## src/rtl/pipe_add_if.sv

```systemverilog
// Operand/result stream bundle for pipe_add.
// master drives operands and accepts results; slave is the adder.
interface pipe_add_if #(
    parameter int WIDTH = 16
);
    logic             in_valid;
    logic             in_ready;
    logic [WIDTH-1:0] a;
    logic [WIDTH-1:0] b;
    logic             cin;
    logic             sub;
    logic             out_valid;
    logic             out_ready;
    logic [WIDTH-1:0] sum;
    logic             cout;
    logic             ovf;

    // A beat moves on a rising edge where valid & ready are both high.
    // valid never depends on ready.
    // A producer holding valid with ready low keeps its data stable.
    modport master (
        output in_valid, a, b, cin, sub, out_ready,
        input  in_ready, out_valid, sum, cout, ovf
    );

    modport slave (
        input  in_valid, a, b, cin, sub, out_ready,
        output in_ready, out_valid, sum, cout, ovf
    );
endinterface

```

## src/rtl/pipe_add.sv

```systemverilog
// Pipelined ripple-carry adder/subtractor.
// Each stage adds one SEG-bit slice, and the carry is registered between slices.
module pipe_add #(
    parameter int WIDTH  = 16,
    parameter int STAGES = 4
) (
    input  logic      clk,
    input  logic      rst,
    pipe_add_if.slave io_bus
);
    if ((STAGES < 1) || ((WIDTH % STAGES) != 0)) begin : g_param_check
        $fatal(1, "pipe_add: WIDTH must be a positive multiple of STAGES");
    end

    localparam int SEG = WIDTH / STAGES;

    logic w_en;
    logic w_out_valid;

    // The whole pipe advances or stalls as one.
    // Bubbles keep their slot.
    assign w_en = io_bus.out_ready | ~w_out_valid;

    for (genvar k = 0; k < STAGES; k++) begin : g_stage
        localparam int REM  = WIDTH - k * SEG;  // operand bits still unconsumed on entry
        localparam int DONE = (k + 1) * SEG;    // finished sum bits on exit

        logic [REM-1:0]  w_a_in;
        logic [REM-1:0]  w_b_in;
        logic            w_c_in;
        logic            w_v_in;
        logic [SEG:0]    w_seg;
        logic [DONE-1:0] w_sum_next;

        logic            r_valid;
        logic            r_carry;
        logic [DONE-1:0] r_sum;

        if (k == 0) begin : g_head
            // Subtraction folds into an inverted B and a forced carry-in here.
            // After this point the stages never see sub.
            assign w_a_in     = io_bus.a;
            assign w_b_in     = io_bus.sub ? ~io_bus.b : io_bus.b;
            assign w_c_in     = io_bus.sub | io_bus.cin;
            assign w_v_in     = io_bus.in_valid;
            assign w_sum_next = w_seg[SEG-1:0];
        end else begin : g_body
            assign w_a_in     = g_stage[k-1].g_pass.r_a;
            assign w_b_in     = g_stage[k-1].g_pass.r_b;
            assign w_c_in     = g_stage[k-1].r_carry;
            assign w_v_in     = g_stage[k-1].r_valid;
            assign w_sum_next = {w_seg[SEG-1:0], g_stage[k-1].r_sum};
        end

        assign w_seg = {1'b0, w_a_in[SEG-1:0]} + {1'b0, w_b_in[SEG-1:0]}
                     + {{SEG{1'b0}}, w_c_in};

        always_ff @(posedge clk or posedge rst) begin
            if (rst) begin
                r_valid <= 1'b0;
                r_carry <= 1'b0;
                r_sum   <= '0;
            end else if (w_en) begin
                r_valid <= w_v_in;
                r_carry <= w_seg[SEG];
                r_sum   <= w_sum_next;
            end
        end

        if (k < STAGES - 1) begin : g_pass
            logic [REM-SEG-1:0] r_a;
            logic [REM-SEG-1:0] r_b;

            always_ff @(posedge clk or posedge rst) begin
                if (rst) begin
                    r_a <= '0;
                    r_b <= '0;
                end else if (w_en) begin
                    r_a <= w_a_in[REM-1:SEG];
                    r_b <= w_b_in[REM-1:SEG];
                end
            end
        end else begin : g_tail
            logic r_ovf;

            // Overflow: operand sign bits agree, but the result sign differs from them.
            always_ff @(posedge clk or posedge rst) begin
                if (rst) begin
                    r_ovf <= 1'b0;
                end else if (w_en) begin
                    r_ovf <= (w_a_in[REM-1] == w_b_in[REM-1])
                           & (w_seg[SEG-1] != w_a_in[REM-1]);
                end
            end
        end
    end

    assign w_out_valid      = g_stage[STAGES-1].r_valid;
    assign io_bus.out_valid = w_out_valid;
    assign io_bus.in_ready  = w_en;
    assign io_bus.sum       = g_stage[STAGES-1].r_sum;
    assign io_bus.cout      = g_stage[STAGES-1].r_carry;
    assign io_bus.ovf       = g_stage[STAGES-1].g_tail.r_ovf;
endmodule
```

## src/flat_wrapper.sv

```systemverilog
// flat-port wrapper written by rule: the top's interface ports become plain ports
module pipe_add_flat 
#(
    parameter int WIDTH  = 16,
    parameter int STAGES = 4
)
  (clk, rst, io_bus_in_valid, io_bus_a, io_bus_b, io_bus_cin, io_bus_sub, io_bus_out_ready, io_bus_in_ready, io_bus_out_valid, io_bus_sum, io_bus_cout, io_bus_ovf);
  pipe_add_if #(.WIDTH(WIDTH)) io_bus_i ();
  input  logic clk;
  input  logic rst;
  input wire logic [$bits(io_bus_i.in_valid)-1:0] io_bus_in_valid;
  input wire logic [$bits(io_bus_i.a)-1:0] io_bus_a;
  input wire logic [$bits(io_bus_i.b)-1:0] io_bus_b;
  input wire logic [$bits(io_bus_i.cin)-1:0] io_bus_cin;
  input wire logic [$bits(io_bus_i.sub)-1:0] io_bus_sub;
  input wire logic [$bits(io_bus_i.out_ready)-1:0] io_bus_out_ready;
  output wire logic [$bits(io_bus_i.in_ready)-1:0] io_bus_in_ready;
  output wire logic [$bits(io_bus_i.out_valid)-1:0] io_bus_out_valid;
  output wire logic [$bits(io_bus_i.sum)-1:0] io_bus_sum;
  output wire logic [$bits(io_bus_i.cout)-1:0] io_bus_cout;
  output wire logic [$bits(io_bus_i.ovf)-1:0] io_bus_ovf;
  assign io_bus_i.in_valid = io_bus_in_valid;
  assign io_bus_i.a = io_bus_a;
  assign io_bus_i.b = io_bus_b;
  assign io_bus_i.cin = io_bus_cin;
  assign io_bus_i.sub = io_bus_sub;
  assign io_bus_i.out_ready = io_bus_out_ready;
  assign io_bus_in_ready = io_bus_i.in_ready;
  assign io_bus_out_valid = io_bus_i.out_valid;
  assign io_bus_sum = io_bus_i.sum;
  assign io_bus_cout = io_bus_i.cout;
  assign io_bus_ovf = io_bus_i.ovf;
  pipe_add #(.WIDTH(WIDTH), .STAGES(STAGES)) u_core (.clk(clk), .rst(rst), .io_bus(io_bus_i));
endmodule
```

## config.mk

```make
export PLATFORM = sky130hd
export DESIGN_NAME = pipe_add_flat
export DESIGN_NICKNAME = d
export VERILOG_FILES = /design/src/rtl/pipe_add_if.sv /design/src/rtl/pipe_add.sv /design/src/flat_wrapper.sv
export SDC_FILE = /design/constraint.sdc
export NUM_CORES = 1
export LEC_CHECK = 0
export CAP_MARGIN = 25
export CORE_UTILIZATION = 40
export CTS_CLUSTER_DIAMETER = 200
export CTS_CLUSTER_SIZE = 12
export DETAILED_ROUTE_END_ITERATION = 6
export DONT_BUFFER_PORTS = 1
export MAX_ROUTING_LAYER = met4
export SETUP_SLACK_MARGIN = 0.02
export SLEW_MARGIN = 0
export SYNTH_ARGS = -nofsm -noshare
export SYNTH_HDL_FRONTEND = slang
export SYNTH_SLANG_ARGS = --single-unit
```

## constraint.sdc

```tcl
create_clock -name clk -period 5.7 [get_ports clk]
set_input_delay 1.14 -clock clk [delete_from_list [all_inputs] [get_ports clk]]
set_output_delay 1.14 -clock clk [all_outputs]
set_load 0.005 [all_outputs]
```

## Yosys cells after proc, flatten, opt, wreduce, memory -nomap -nowiden

Index checks and enable logic that the tools add are counted.

- Register bits: 97
- Bits in latches: 0
- Memory bits (writable): 0
- Bits in read-only memories: 0
- Output and inout port bits: 20
- Logic and storage cells: 35
- Memories kept: 0

- $add $sub $neg: 8
- Multipliers: 0
- Div/mod/pow operators: 0
- Magnitude comparators: 0
- Eq/ne operators: 2
- Shifts and indexed selects: 0
- Multiplexer cells: 1
- Bitwise operators: 5
- Reduce and logical (&&, ||, !) cells: 0

Operators by type and width:

| operator | number |
|---|---|
| $add A4 B4 Y5 | 4 |
| $add A5 B1 Y5 | 4 |
| $mux W16 | 1 |
| $not A16 Y16 | 1 |
| $or A1 B1 Y1 | 2 |
| $and A1 B1 Y1 | 1 |
| $eq A1 B1 Y1 | 1 |
| $ne A1 B1 Y1 | 1 |
| $not A1 Y1 | 1 |

## Longest topological paths before layout

Gate-level depths: netlist of run 1.

- Word-level depth: 4
- Mapped depth: 9

## Least setup slack after synthesis of run 1

OpenSTA, ideal clock, no wires.

- Path kind: input port to flip-flop
- From: input port io_bus_sub
- To: register u_core.g_stage[0].r_sum[1]
- Setup time: 77 ps
- Data arrival time: 2695 ps
- Required time: 5623 ps
- Setup slack: 2927 ps
- Stages: 7
- Buffers on the path: 2
- Cells stage by stage: buf_4 buf_6 or2_2 fa_1 inv_1 fa_1 a21oi_1

- Cells in the longest elaborated chain, start to end: 3
- Elaborated cells between the ends (all ways): 4
- Those cells by class: add/sub (2); mux (1); bitwise (1)

Ends and longest elaborated chain:

| item | RTL line | source |
|---|---|---|
| start: declaration | flat_wrapper.sv:15 | `input wire logic [$bits(io_bus_i.sub)-1:0] io_bus_sub;` |
| $mux W16 | pipe_add.sv:43 | `assign w_b_in = io_bus.sub ? ~io_bus.b : io_bus.b;` |
| $add A4 B4 Y5 | pipe_add.sv:55 | `assign w_seg = {1'b0, w_a_in[SEG-1:0]} + {1'b0, w_b_in[SEG-1:0]}` |
| $add A5 B1 Y5 * | pipe_add.sv:56 | `+ {{SEG{1'b0}}, w_c_in};` |
| end signal: assignment | pipe_add.sv:66 | `r_sum <= w_sum_next;` |
| end: declaration | pipe_add.sv:37 | `logic [DONE-1:0] r_sum;` |

Mark *: on every way between the ends. The rest lies on a longest branch, timed or not.
A chain may end at the register's enable or synchronous reset.

## Worst setup path after layout of run 1

- From: input port io_bus_out_ready
- To: output port io_bus_in_ready

- Cells in the longest elaborated chain, start to end: 1

Ends and longest elaborated chain:

| item | RTL line | source |
|---|---|---|
| start: declaration | flat_wrapper.sv:16 | `input wire logic [$bits(io_bus_i.out_ready)-1:0] io_bus_out_ready;` |
| $or A1 B1 Y1 | pipe_add.sv:22 | `assign w_en = io_bus.out_ready \| ~w_out_valid;` |
| end: declaration | flat_wrapper.sv:17 | `output wire logic [$bits(io_bus_i.in_ready)-1:0] io_bus_in_ready;` |

Every way passes these cells.

==> results.md, run 1 <==
- Status: finished clean
- FF-to-FF setup slack: 3.55 ns
- Part of the cycle the worst path needs: 50.5%
- Xor and xnor area share after synthesis: 3.60%
- Layout Cells excl Fill: 597
- Met3 Resource Use GR: 3.71%
- Final Skew: 0.0114 ns
- Leak: 0.00235 µW
- Final setup violation count: 0
- Crit Path Max Fanout: 47
- Syn_nets: 525
- Die height: 107 µm
- Arrival time of the worst setup path: 1.74 ns
- Asr flop ratio synth: 100%
- # IOs: 58
- Total negative slack: 0 ns
- Least-Margin Pin Slew: 0.996 ns
- Sequential area share after synthesis: 55.4%
- Via count: 2,795
- WL/cell: 12.5 µm
- CP max stage cell: inv_2
- Synth Area in Compound Gates: 6.46%
- Crit end category: output pin
- Clk buf depth: 2
- Depth of the worst register-to-register path: 5
- Most common cell in the synthesized netlist: nand2_1
- H-tree lvl count: 3
- DRC: 0
- Clock Latency Late Sink: 0.35 ns
- Pins Over Slew Limit: 0
- Mapped Avg Cell Area: 9.38 µm²
- Mapped Area: 4380 µm²
- Slack of the critical path: 2.82 ns
- Post-DP HPWL: 4.92 mm
- Simple-gate share of the synthesized area: 21.6%
- Crit-path cells: nor2b_4 -> inv_2
- Core ar.: 10,500 µm²
- GR Layer Usage met1: 20.9%
- Maximum clock frequency: 348 MHz
- Cell count after synthesis: 467
- Die area: 11,400 µm²
- Grt total ovfl: 0
- Setup repair bufs after CTS: 0
- WHS Path Cells: 2
- Crit start category: input port
- Max-cap violations: 0
- EDFF count, synth: 0
- Commonest cells in the netlist: nand2_1 (213), dfrtp_1 (97), o21ai_0 (22)
- Worst slew margin: 33.6%
- FF/Latch Area: 2430 µm²
- Drt first pass iters: 4
- Crit Path Category: input port to output pin
- Routed Antenna Nets: 0
- Worst r2r src: u_core.io_bus.out_valid
- Post-cts resize count: 0
- TritonCTS buffer count: 9
- Most used DFF post-synth: dfrtp_1
- Final wirelength: 7.48 mm
- Area of the multi-input gates: 1730 µm²
- Placed Cells incl. Taps: 583
- Largest net degree at the start of global routing: 104
- Filler Cells Inserted: 1,048
- CTS Sinks: 97
- Synthesized-area fraction occupied by adder cells: 7.09%
- Post-synthesis mux area share: 0.686%
- Num rows: 37
- Final hold vios: 0
- Vias in the first global route: 2,795
- Most Crowded Layer GR: met2
- DP Worst Slack: 2.82 ns
- # port buffers: 0
- GRT met2 Usage: 22.0%
- Slowest stage delay, CP: 0.56 ns
- CTS tree: yes
- Yosys reg bits: 97
- Die X: 107 µm
- Largest family of logic cells by synthesized area: simple AND/OR/NAND/NOR gates
- Post-cts hold buffer count: 0
- Most area-hungry cell type in the Yosys netlist: dfrtp_1
- Fin nets: 517
- Worst-path clk slew: 0.09 ns
- Synth area leaders: dfrtp_1 (55%), nand2_1 (18%), fa_1 (3.7%)
- Gr usage total: 15.5%
- Initial DRC count: 134
- Initial antenna violation count: 0
- Worst min-delay path class: register to register
- Ys Warns: 0
- Min cycle time layout: 2.88 ns
- Initial Util: 41.9%
- Peak supply drop: 0.151 mV
- Endpoint, Worst Hold: u_core.g_stage[1].g_pass.r_b[2]
- Vias per Instance: 4.68
- Finished Core Util: 44.5%
- Hold Crit Start: u_core.g_stage[0].g_pass.r_b[6]
- Synth top area share: 55.4%
- CP bufs+invs: 1
- Req. time, crit path: 4.56 ns
- Largest delay share family, worst path: buffers and inverters
- Inserted Diodes: 0
- Power, Total: 2450 µW
- Routability cong.: 0.735
- Clock Tree Root: clkbuf_8
- Area delta synth->final: 6.34%
- Netlist cell types: 27
- Share of post-route cells with drive strength above 1: 4.77%
- Power per cell area: 527 nW/µm²
- Global-route wire length before repair: 13.4 mm
- RSZ-0062 raised after global routing: no
- RR Endpoint: u_core.g_stage[0].r_sum[3]
[cell families (layout without fill, tap and decap cells)]
family	Yosys count	after routing
simple gates	240	240
flops	97	97
compound gates	48	48
buf+inv	41	35
fa+ha+maj	20	20
xor+xnor	18	18
mux	3	3
[metal layers]
layer	part of all wire (%)	routed length (µm)
met1	51	3780
met2	43	3220
met3	5.1	379
met4	1.3	96
met5	0	0
[area by class of cell]
type | count | share of cell area (%)
inverter | 18 | 1.50
multi-input combinational | 329 | 37.1
clock inverter | 4 | 2.04
sequential | 97 | 52.1
tap | 136 | 3.65
timing repair buffer | 4 | 0.913
clock buffer | 9 | 2.66
[through the flow]
step           area (µm²)  hold WS (ns)
5_1_grt              4660         0.487
2_1_floorplan        4380         0.430
3_5_place_dp         4420         0.443
6_report             4660         0.463
4_1_cts              4640         0.468
3_3_place_gp         4420         0.441
[flip-flops by register name (all words and copies together), names as in the netlist]
| register | count |
|---|---|
| u_core.g_stage.g_pass.r_a | 24 |
| u_core.g_stage.g_pass.r_b | 24 |
| u_core.g_stage.r_carry | 3 |
| u_core.g_stage.r_sum | 24 |
| u_core.g_stage.r_valid | 3 |
| u_core.io_bus.cout | 1 |
| u_core.io_bus.out_valid | 1 |
| u_core.io_bus.ovf | 1 |
| u_core.io_bus.sum | 16 |
[worst max-delay path by stage]
| stage | from | end | slack (ns) | cells after the start |
|---|---|---|---|---|
| after floorplan | rst | u_core.g_stage[0].g_pass.r_a[0] | 2.03 | 1 |
| after global placement | io_bus_out_ready | io_bus_in_ready | 2.82 | 2 |
| after detailed placement | io_bus_out_ready | io_bus_in_ready | 2.82 | 2 |
| after CTS | io_bus_out_ready | io_bus_in_ready | 2.82 | 2 |
| after global routing | io_bus_out_ready | io_bus_in_ready | 2.75 | 2 |
| final | io_bus_out_ready | io_bus_in_ready | 2.82 | 2 |
[power by group]
group	internal [µW]	total [µW]	switching [µW]
Combinational	317	777	459
Clock	284	500	216
Sequential	993	1180	185
[placed cells by master (no fill, tap or decap), types with 2 or more instances in the layout]
master,n
nand2_1,213
dfrtp_1,97
o21ai_0,22
inv_1,16
a21oi_1,13
xnor2_1,13
ha_1,12
nor2_1,11
clkbuf_8,9
fa_1,8
nor2b_1,6
xor2_1,5
nand3_1,4
a21o_1,3
o2111ai_1,3
or4_1,3
mux2i_1,3
bufinv_16,3
buf_4,3
a21boi_0,2
a211oi_1,2
No activity file was read; power rests on OpenSTA's default activity.
==> inputs of run 2 (changes only) <==
clock period = 2.4 ns   (was 5.7 ns; I/O delays follow)
==> run 2 against run 1 <==
Sequential share of layout area is 0.13 points lower. Core utilization grew 0.11 points. Die area unchanged. Critical path depth rose by 1. Clock skew decreased by 0.0053 ns. Critical endpoint unchanged. Largest power group unchanged.
==> results.md, run 2 (synthesized netlist as in run 1, its figures left out) <==
- Min cycle time layout: 1.88 ns
- Clock Tree Root: clkbuf_8
- RSZ-0062 raised after global routing: no
- Met1 Routed Length: 4.01 mm (+6.1%)
- Setup repair bufs after CTS: 0 (unchanged)
- Final wirelength: 7.68 mm (+2.6%)
- Largest net degree at the start of global routing: 84 (-19%)
- Post-DP HPWL: 5.36 mm (+9.0%)
- DR top layer: met4
- Worst slew margin: 56.6% (+23 points)
- Met2 wire len: 3.21 mm (-0.19%)
- Crit Path Category: register to output pin
- Global-route wire length before repair: 13.8 mm (+3.4%)
- Part of the cycle the worst path needs: 78.3%
- Maximum clock frequency: 532 MHz
- Grt total ovfl: 0 (unchanged)
- Fin nets: 524 (+1.4%)
- CP bufs+invs: 2 (+1)
- Least-Margin Pin Slew: 0.650 ns (-0.346 ns)
- Clock Latency Late Sink: 0.35 ns (about the same)
- Status: finished clean
- Final Skew: 0.00615 ns (-0.00527 ns)
- CTS Sinks: 97 (unchanged)
- Final hold vios: 0 (unchanged)
- Drt first pass iters: 4 (unchanged)
- Post-cts resize count: 0 (unchanged)
- Max-cap violations: 0 (unchanged)
- Die area: 11,400 µm² (unchanged)
- Vias in the first global route: 2,959 (+5.9%)
- Most frequent cells in the layout: nand2_1 (213), dfrtp_1 (97), o21ai_0 (22), inv_1 (16)
- Die height: 107 µm (unchanged)
- Clk buf depth: 2 (unchanged)
- Total negative slack: 0 ns (unchanged)
- TritonCTS buffer count: 9 (unchanged)
- Filler Cells Inserted: 1,053 (+0.48%)
- Peak supply drop: 0.335 mV (+120%)
- Finished Core Util: 44.6% (+0.11 points)
- Worst-path clk slew: 0.09 ns (about the same)
- Die X: 107 µm (unchanged)
- Worst min-delay path class: input port to async pin
- Inserted Diodes: 0 (unchanged)
- CTS tree: yes
- Area of the multi-input gates: 1730 µm² (unchanged)
- Final setup violation count: 0 (unchanged)
- Crit start category: register
- H-tree lvl count: 3 (unchanged)
- Initial antenna violation count: 0 (unchanged)
- Area delta synth->final: 6.60%
- Req. time, crit path: 1.92 ns (-2.64 ns)
- Pins Over Slew Limit: 0 (unchanged)
- DRC: 0 (unchanged)
- WL/cell: 12.7 µm (+1.3%)
- # IOs: 58 (unchanged)
- Via count: 2,850 (+2.0%)
- Initial Util: 41.9% (unchanged)
- Power per cell area: 1200 nW/µm² (+130%)
- Post-cts hold buffer count: 0 (unchanged)
- # port buffers: 0 (unchanged)
- FF/Latch Area: 2430 µm² (unchanged)
- Top Registers: u_core.g_stage.g_pass.r_a: 24 flops, u_core.g_stage.g_pass.r_b: 24 flops, u_core.g_stage.r_sum: 24 flops
- Vias per Instance: 4.71 (+0.62%)
- Commonest non-fill, non-tap cell in the layout: nand2_1
- Share of post-route cells with drive strength above 1: 5.97% (+1.2 points)
- Slowest stage delay, CP: 0.42 ns (-0.14 ns)
- Num rows: 37 (unchanged)
- CP max stage cell: dfrtp_1
- Largest delay share family, worst path: buffers and inverters
- Crit end category: output pin
- Core ar.: 10,500 µm² (unchanged)
- Routed wl met3: 319 µm (-16%)
- Routed Antenna Nets: 0 (unchanged)
- Crit Path Max Fanout: 35 (-26%)
- Crit-path cells: nor2b_4 -> inv_2 -> buf_12
- Arrival time of the worst setup path: 1.40 ns (-0.34 ns)
- Initial DRC count: 101 (-25%)
- Gr usage total: 16.0% (+0.51 points)
- Routability cong.: 0.754 (+2.7%)
- Leak: 0.00234 µW (-0.12%)
## run 2: cell types whose count changed in the layout (fill, tap and decap cells not counted)
cell	delta
clkbuf_1	+2
buf_12	+2
clkinvlp_4	+3
buf_4	+5
inv_4	-1
bufinv_16	-3
## run 2: path summary, 6_finish.rpt
kind                                                  from                          endpoint  slack, ns  cells after the start
setup / recovery                   u_core.io_bus.out_valid                   io_bus_in_ready       0.52                      3
setup reg to reg           u_core.g_stage[0].g_pass.r_b[0]         u_core.g_stage[1].r_carry       0.62                      5
hold / removal                                         rst              u_core.io_bus.sum[9]       0.07                      1
hold reg to reg                  u_core.g_stage[2].r_valid           u_core.io_bus.out_valid       0.46                      1
max in group asynchronous                              rst   u_core.g_stage[0].g_pass.r_b[3]       1.65                      2
min in group clk                              io_bus_a[14]  u_core.g_stage[0].g_pass.r_a[10]       0.24                      2
## run 2: per-layer routing
metal	vias to the layer above	track usage, %
li1	1461	-
met1	1328	21.9
met2	51	22.9
met3	10	3.34
met4	0	7.34
met5	-	-
## run 2: per-stage QoR
step                cell area, µm²  total power (µW)  setup slack (ns)  hold WS (ns)  std cells
floorplan                     4380              4330             0.287         0.430        467
global placement              4520              4720             0.555         0.446        591
detailed placement            4520              4800             0.511         0.456        591
CTS                           4670              5710             0.490        0.0660        605
global route                  4670              6200             0.435         0.103        605
finish                        4670              5610             0.522        0.0742        605
## run 2: layout make-up
type | count | share of cell area, %
flip-flops and latches | 97 | 52.0
multi-input cells | 329 | 37.0
well taps | 136 | 3.65
clock buffers | 11 | 2.81
repair buffers | 11 | 2.57
inverters | 18 | 1.53
clock inverters | 3 | 0.429
## run 2: where the power goes
group	internal (µW)	switching, µW
sequential	2360	437
combinational	819	1100
clock	365	526
==> inputs of run 3 (changes only) <==
clock period = 1.61 ns   (was 2.4 ns; I/O delays follow)
==> run 3 against run 2 <==
The flow now finishes with violations (negative setup slack). Clock skew grew 0.0038 ns. Wire length grew 4.3%. Critical path type is now register to register. Final area grew 3.5%. Largest cell class unchanged. Via count grew 1.5%.
==> results.md, run 3 (synthesized netlist as in run 1, its figures left out) <==
- Status: finished with violations
- Failing checks: negative setup slack
- Clock Tree Root: clkbuf_8
- Die X: 107 µm (unchanged)
- H-tree lvl count: 3 (unchanged)
- Worst-path clk slew: 0.09 ns (about the same)
- Grt total ovfl: 0 (unchanged)
- Clock Latency Late Sink: 0.38 ns (+0.03 ns)
- Maximum clock frequency: 604 MHz
- Peak supply drop: 0.617 mV (+84%)
- FF/Latch Area: 2430 µm² (unchanged)
- Final wirelength: 8.01 mm (+4.3%)
- Crit end category: register
- Crit start category: register
- Total negative slack: -0.0459 ns (-0.0459 ns)
- Final setup violation count: 1 (+1)
- Leak: 0.00241 µW (+2.9%)
- DRC: 0 (unchanged)
- Filler Cells Inserted: 1,033 (-1.9%)
- Vias in the first global route: 3,001 (+1.4%)
- RSZ-0062 raised after global routing: yes
- Fin nets: 529 (+0.95%)
- Max-cap violations: 0 (unchanged)
- CP max stage cell: dfrtp_1
- Routability cong.: 0.750 (-0.60%)
- Slack of the critical path: -0.0459 ns (-0.568 ns)
- CTS tree: yes
- Power per cell area: 1860 nW/µm² (+55%)
- P_int: 5720 µW (+61%)
- Area of the multi-input gates: 1770 µm² (+2.7%)
- Inserted Diodes: 0 (unchanged)
- Arrival time of the worst setup path: 1.92 ns (+0.52 ns)
- Commonest non-fill, non-tap cell in the layout: nand2_1
- Core ar.: 10,500 µm² (unchanged)
- Clk pwr share: 18.6% (+2.7 points)
- Pins Over Slew Limit: 0 (unchanged)
- Most frequent cells in the layout: nand2_1 (213), dfrtp_1 (97), o21ai_0 (19), inv_1 (14)
- Post-DP HPWL: 5.66 mm (+5.5%)
- Routed Antenna Nets: 0 (unchanged)
- Min cycle time layout: 1.66 ns
- Vias per Instance: 4.73 (+0.35%)
- Worst slew margin: 72.7% (+16 points)
- Share of post-route cells with drive strength above 1: 10.7% (+4.7 points)
- Part of the cycle the worst path needs: 103%
- Clk buf depth: 2 (unchanged)
- Req. time, crit path: 1.87 ns (-0.05 ns)
- Worst r2r src: u_core.g_stage[0].g_pass.r_b[0]
- Final hold vios: 0 (unchanged)
- Psw: 3260 µW (+58%)
- Least-Margin Pin Slew: 0.408 ns (-0.242 ns)
- CTS Sinks: 97 (unchanged)
- Initial antenna violation count: 0 (unchanged)
- Finished Core Util: 46.2% (+1.6 points)
- WL/cell: 13.1 µm (+3.1%)
- Initial DRC count: 142 (+41%)
- Crit Path Max Fanout: 2 (-94%)
- Initial Util: 41.9% (unchanged)
- Top Registers: u_core.g_stage.g_pass.r_a: 24 flops, u_core.g_stage.g_pass.r_b: 24 flops, u_core.g_stage.r_sum: 24 flops
- DP Worst Slack: -0.0564 ns (-0.568 ns)
- Via count: 2,893 (+1.5%)
- # IOs: 58 (unchanged)
- Crit Path Category: register to register
- Slowest stage delay, CP: 0.41 ns (about the same)
- Num rows: 37 (unchanged)
- Final Skew: 0.00994 ns (+0.00379 ns)
- Combinational power share: 34.6% (+0.3 points)
- # port buffers: 0 (unchanged)
- Worst Setup SP: u_core.g_stage[0].g_pass.r_b[0]
- TritonCTS buffer count: 9 (unchanged)
- Global-route wire length before repair: 14.3 mm (+3.1%)
- Layout Cells excl Fill: 612 (+1.2%)
- Placed Cells incl. Taps: 594 (+0.51%)
- Largest net degree at the start of global routing: 56 (-33%)
- Crit-path cells: fa_2 -> fa_2 -> a21o_1 -> a21oi_2 -> a21oi_2
- Worst min-delay path class: input port to register
- Power, Total: 8980 µW (+60%)
- Die height: 107 µm (unchanged)
- Drt first pass iters: 4 (unchanged)
- Die area: 11,400 µm² (unchanged)
- Switching share of power: 36.3% (-0.56 points)
- Area delta synth->final: 10.3%
- Gr usage total: 16.6% (+0.57 points)
- Hold Crit Start: io_bus_a[8]
- Reg power frac: 46.8% (-3.0 points)
run 3: cell count changes in the layout (fill, tap and decap cells not counted), moves of 3 or more:
| cell | delta |
|---|---|
| a21oi_1 | -3 |
| clkbuf_8 | +3 |
| buf_4 | +3 |
| fa_1 | -7 |
| a21oi_2 | +3 |
| fa_2 | +7 |
| o21ai_0 | -3 |
| o21ai_1 | +3 |
run 3: cell type report:
type	count	area share [%]
clock buffer	12	3.42
tap	136	3.52
sequential	97	50.2
multi-input combinational	329	36.7
timing repair buffer	16	3.57
inverter	18	1.48
clock inverter	4	1.04
run 3: what timing repair did:
action	4_1_cts	5_1_grt
endpoints found under the hold margin	14	0
setup endpoints to repair	4	11
setup buffers	1	0
pin swaps	4	7
hold buffers	1	0
gates resized for setup	3	11
run 3: power groups by stage:
stage | sequential [µW] | clock (µW) | combinational (µW)
after floorplan | 4050 | 0 | 2420
after global placement | 4220 | 0 | 2880
after detailed placement | 4260 | 0 | 2970
after CTS | 4210 | 1720 | 3050
after global routing | 4360 | 1830 | 3660
final | 4200 | 1670 | 3100
run 3: path summary, 6_finish.rpt:
check | end | slack (ns) | cells after the start
max | u_core.g_stage[1].r_carry | -0.05 | 5
min | u_core.g_stage[0].g_pass.r_a[4] | 0.06 | 2
max reg2reg | u_core.g_stage[1].r_carry | -0.05 | 5
min reg2reg | u_core.g_stage[2].r_valid | 0.47 | 2
max in group asynchronous | u_core.g_stage[0].g_pass.r_a[0] | 0.62 | 3
min in group asynchronous | u_core.io_bus.ovf | 0.42 | 2
run 3: metrics by stage:
stage / hold WS [ns] / cell area [µm²]
6_report: 0.0596 / 4830
5_1_grt: 0.0463 / 4830
4_1_cts: 0.0398 / 4810
3_5_place_dp: 0.213 / 4560
3_3_place_gp: 0.213 / 4560
2_1_floorplan: 0.430 / 4410
run 3: critical path, delay by kind of cell (launching register included):
kind,cells,cell delay [ns]
DFF,1,0.41
adders and majority gates,2,0.76
AOI/OAI and AO/OA,3,0.38
run 3: routing by layer:
layer  routed length [µm]  track usage, %
met3                  341            3.59
met4                  161            7.05
met2                 3400            23.8
met5                    0               -
met1                 4100            22.7
